===== config.mk =====
export PLATFORM = sky130hd
export DESIGN_NAME = reg_dump
export DESIGN_NICKNAME = d
export VERILOG_FILES = /design/src/rtl/reg_dump.sv
export SDC_FILE = /design/constraint.sdc
export NUM_CORES = 1
export LEC_CHECK = 0
export CAP_MARGIN = 10
export CORE_ASPECT_RATIO = 0.6
export CORE_MARGIN = 5
export CORE_UTILIZATION = 45
export CTS_CLUSTER_DIAMETER = 100
export DETAILED_ROUTE_END_ITERATION = 8
export PLACE_DENSITY = 0.77
export SYNTH_ARGS = -nofsm -noshare
export SYNTH_HDL_FRONTEND = slang
export SYNTH_SLANG_ARGS = --single-unit
export TNS_END_PERCENT = 50

===== constraint.sdc =====
create_clock -name clk -period 3.3 [get_ports clk]
set_input_delay 0.66 -clock clk [delete_from_list [all_inputs] [get_ports clk]]
set_output_delay 0.66 -clock clk [all_outputs]
set_load 0.02 [all_outputs]

===== src/rtl/reg_dump.sv =====
// reg_dump: walks a small register file through its combinational read port
// and presents each captured word on a valid/ready stream, one word per
// READ/SEND pair, pulsing done once the final word has been accepted.
module reg_dump #(
    parameter int DW = 8,
    parameter int AW = 2
) (
    input  logic          clk,
    input  logic          reset,
    input  logic          start,
    input  logic [AW-1:0] first_addr,
    input  logic [AW:0]   count,
    output logic [AW-1:0] rd_addr,
    input  logic [DW-1:0] rd_data,
    output logic          m_valid,
    input  logic          m_ready,
    output logic [DW-1:0] m_data,
    output logic [AW-1:0] m_addr,
    output logic          m_last,
    output logic          busy,
    output logic          done
);

    // Number of registers expressed in the width of the count port.
    localparam logic [AW:0] NREG_CNT = {1'b1, {AW{1'b0}}};

    typedef enum logic [1:0] {
        IDLE = 2'd0,
        READ = 2'd1,
        SEND = 2'd2,
        DONE = 2'd3
    } state_t;

    state_t        state;
    state_t        next_state;
    logic [AW-1:0] ptr;
    logic [AW:0]   remaining;
    logic [AW:0]   eff_count;
    logic          handshake;

    // A count of zero or beyond the register file size means "dump everything".
    assign eff_count = ((count == '0) || (count > NREG_CNT)) ? NREG_CNT : count;
    assign handshake = (state == SEND) && m_ready;
    assign rd_addr   = ptr;

    // State register; reset aborts any dump in progress immediately.
    always_ff @(posedge clk or posedge reset) begin
        if (reset) begin
            state <= IDLE;
        end else begin
            state <= next_state;
        end
    end

    // Next-state decode and the state-derived stream/status outputs.
    always_comb begin
        next_state = state;
        m_valid    = 1'b0;
        busy       = 1'b1;
        done       = 1'b0;
        case (state)
            IDLE: begin
                busy = 1'b0;
                if (start) begin
                    next_state = READ;
                end
            end
            READ: begin
                next_state = SEND;
            end
            SEND: begin
                m_valid = 1'b1;
                if (m_ready) begin
                    next_state = m_last ? DONE : READ;
                end
            end
            DONE: begin
                done       = 1'b1;
                next_state = IDLE;
            end
            default: begin
                next_state = IDLE;
            end
        endcase
    end

    // Pointer/counter bookkeeping and the snapshot of the word being presented.
    always_ff @(posedge clk or posedge reset) begin
        if (reset) begin
            ptr       <= '0;
            remaining <= '0;
            m_data    <= '0;
            m_addr    <= '0;
            m_last    <= 1'b0;
        end else begin
            case (state)
                IDLE: begin
                    if (start) begin
                        ptr       <= first_addr;
                        remaining <= eff_count;
                    end
                end
                READ: begin
                    m_data <= rd_data;
                    m_addr <= ptr;
                    m_last <= (remaining == (AW+1)'(1));
                end
                SEND: begin
                    if (handshake && !m_last) begin
                        ptr       <= ptr + AW'(1);
                        remaining <= remaining - (AW+1)'(1);
                    end
                end
                default: begin
                end
            endcase
        end
    end

endmodule


==> metrics.json <==
{
  "post-route-period-util_pct": 75.0,
  "maxSlewViolCount": 0,
  "global_route.usage.met1_pct": 19.0,
  "regToRegStartpoint": "state[0]$_DFFE_PP0P_",
  "cts_hold_buffers": 0,
  "leakage_nw": 0.606,
  "worst_clk_skew_ps": 4.73,
  "numCtsBuffers": 3,
  "endpoint_kind": "primary output",
  "dr.first_iter.drc_count": 26,
  "rows": 13,
  "holdCritStartpoint": "m_addr[0]$_DFFE_PP0N_",
  "ant_nets": 0,
  "max_cap_viol_count": 0,
  "share_of_the_synthesized_area_in_compound_gates_ao_oa_aoi_oai_pct": 14.6,
  "fp.dieArea_um2": 3330,
  "setup_viol": 0,
  "cts_tree": "done",
  "postLayoutCellArea_um2": 1390,
  "post_synth_mux_area_share_pct": 13.4,
  "io_buffer_count": 32,
  "route.detailed.vias_per_inst": 4.93,
  "seq_area_frac_synth_pct": 44.6,
  "crit_arrival_ps": 1820,
  "layout.cells.most_common": "clkdlybuf4s50_1",
  "final_routed_wire_length_divided_by_cell_count_um": 15.2,
  "number_of_warnings_printed_during_yosys_synthesis": 0,
  "crit_path_start_kind": "flop",
  "clk_path_buf_depth": 2,
  "initial_antenna_violation_count": 0,
  "max_slew.worst_pin.slew_ps": 673,
  "gr-max-usage-layer": "met2",
  "count_of_vias_placed_by_the_detailed_router": 720,
  "post_cts.resized_instances": 0,
  "yosys.area_share.adder_pct": 3.71,
  "whs_ps": 489,
  "post_synth_and_or_nand_nor_area_fraction_pct": 17.5,
  "final_layout_size_suffix_gt1_share_pct": 21.6,
  "timing.final.hold_violations": 0,
  "finish.cell_count_without_fillers": 146,
  "synthArstFlopShare_pct": 100,
  "routed_wirelength_um": 2230,
  "insertion_delay_ps": 260,
  "commonest_register_cell_after_synthesis": "dfrtp_1",
  "fp.dieW_um": 71.2,
  "data_required_time_at_the_worst_endpoint_ps": 2640,
  "die_y_um": 46.7,
  "power_density_nw_per_um2": 992,
  "grt_max_degree": 19,
  "clkTransAtPathRegs_ps": 70,
  "n_antenna_cell": 0,
  "fraction_of_met2_tracks_used_by_global_routing_pct": 23.0,
  "endpoint_of_the_worst_slack_reg_to_reg_timing_path": "remaining[1]$_DFFE_PP0P_",
  "layout_min_cycle_time_ps": 2480,
  "flow.area_growth_from_synthesis_pct": 37.5,
  "whs_path_depth": 2,
  "post-route-drc-count": 0,
  "delay_of_the_slowest_critical_path_stage_ps": 600,
  "grt_resource_usage_total_pct": 14.7,
  "globalplace.congestion": 0.789,
  "number_of_global_route_vias_before_repair": 724,
  "syn_area_per_cell_um2": 12.2,
  "pre_cts_ws_ps": 1100,
  "synth_top_family_by_area": "simple AND/OR/NAND/NOR gates",
  "cts_root_buf": "clkbuf_8",
  "final.setup.worst_slack_ps": 825,
  "detailedPlacementHpwl_um": 1650,
  "crit_slowest_cell": "clkdlybuf4s50_1",
  "post_synth_xor_area_fraction_pct": 0,
  "cts_max_level": 1,
  "globalRouteOverflowTotal": 0,
  "coreArea_um2": 2150,
  "crit_type": "reg2out",
  "grtUsageMet3_pct": 6.10,
  "finish.net_count": 137,
  "first_pass_iters": 2,
  "max-vdd-ir-drop_mv": 0.507,
  "grt_first_pass_wirelength_um": 3570,
  "placed_cell_area_um2": 1340,
  "hold-path-endpoint": "m_addr[0]$_DFFE_PP0N_",
  "outcome": "finished clean",
  "postSynthRegisterBits": 18,
  "dp.cells": 142,
  "io_pins": 33,
  "critical_path.max_fanout": 13,
  "starting_density_of_the_core_pct": 47.1,
  "hold_path_class": "reg2reg",
  "cts.sink_count": 18,
  "setup_total_negative_slack_ps": 0,
  "layout_common_cells": "32 x clkdlybuf4s50_1, 18 x dfrtp_1, 7 x inv_1",
  "rsz_0062_raised_after_global_routing": "no",
  "fmaxAchievable_mhz": 404,
  "r2r_setup_slack_ps": 1760,
  "worstPathCellList": "nand2b_2 > inv_2 > clkdlybuf4s50_1",
  "post_synthesis_net_count": 103,
  "yosysUniqueCellTypes": 31,
  "synth_enable_flop_cells": 0,
  "mappedNetlistArea_um2": 1010,
  "timing.max_slew.rel_slack_pct": 55.1,
  "r2r_worst_path_depth": 4,
  "post_cts_buffers": 0,
  "synthesis.instances": 83
}
[per-stage QoR]
step           power (W)  utilization, %
6_report         0.00138            64.7
5_1_grt          0.00147            64.7
4_1_cts          0.00139            64.7
3_5_place_dp     0.00120            62.2
3_3_place_gp     0.00117            62.2
2_1_floorplan   0.000945               -
[cell usage after synthesis (all sizes together), types with 3 or more instances]
cell type / n / area (um2)
nor2: 4 / 15.0
mux2: 10 / 135
nand2: 5 / 18.8
a21oi: 4 / 27.5
inv: 8 / 30.0
dfrtp: 18 / 450
ha: 3 / 37.5
buf: 3 / 33.8
nand2b: 5 / 48.8
o21ai: 4 / 20.0
and2: 3 / 18.8
[metal layers]
metal,wire (um),vias up
li1,-,358
met1,1080,338
met2,997,22
met4,8,0
met3,141,2
met5,0,-
[registers in the layout, summed over array words and instances (netlist names)]
name       cells
m_addr         2
m_data         8
m_last         1
rd_addr        2
remaining      3
state          2
[report_power, final]
group	switching, W	internal (W)	leakage (nW)	total, W
registers	0.000116	0.000330	0.213	0.000446
clock network	0.0000774	0.000106	0.0288	0.000183
logic	0.000340	0.000410	0.363	0.000749
total	0.000533	0.000846	0.606	0.00138
[cells by family after synthesis]
logic type | after synthesis
buf+inv | 11
fa+ha+maj | 3
compound gates | 16
mux | 10
flops | 18
simple gates | 25
[worst max-delay path, delay by kind of cell (launching register included)]
kind	cells	cell delay, ps
buffers and inverters	2	680
AND/OR/NAND/NOR	1	290
flip-flops	1	580
[worst max-delay path by stage]
stage / start / endpoint / slack [ps] / cells past startpoint
floorplan: count[0] / remaining[1]$_DFFE_PP0P_ / 1680 / 4
global placement: state[0]$_DFFE_PP0P_ / m_valid / 1140 / 3
detailed placement: state[0]$_DFFE_PP0P_ / m_valid / 1100 / 3
CTS: state[0]$_DFFE_PP0P_ / m_valid / 820 / 3
global route: state[0]$_DFFE_PP0P_ / m_valid / 750 / 3
finish: state[0]$_DFFE_PP0P_ / m_valid / 820 / 3
[final cells by class]
cell class	instances	area (um2)
inverters	8	30.0
multi-input cells	54	497
clock buffers	4	55.1
fillers	189	757
well taps	30	37.5
flip-flops and latches	18	450
repair buffers	32	320
Power figures use the tool's default switching activity.
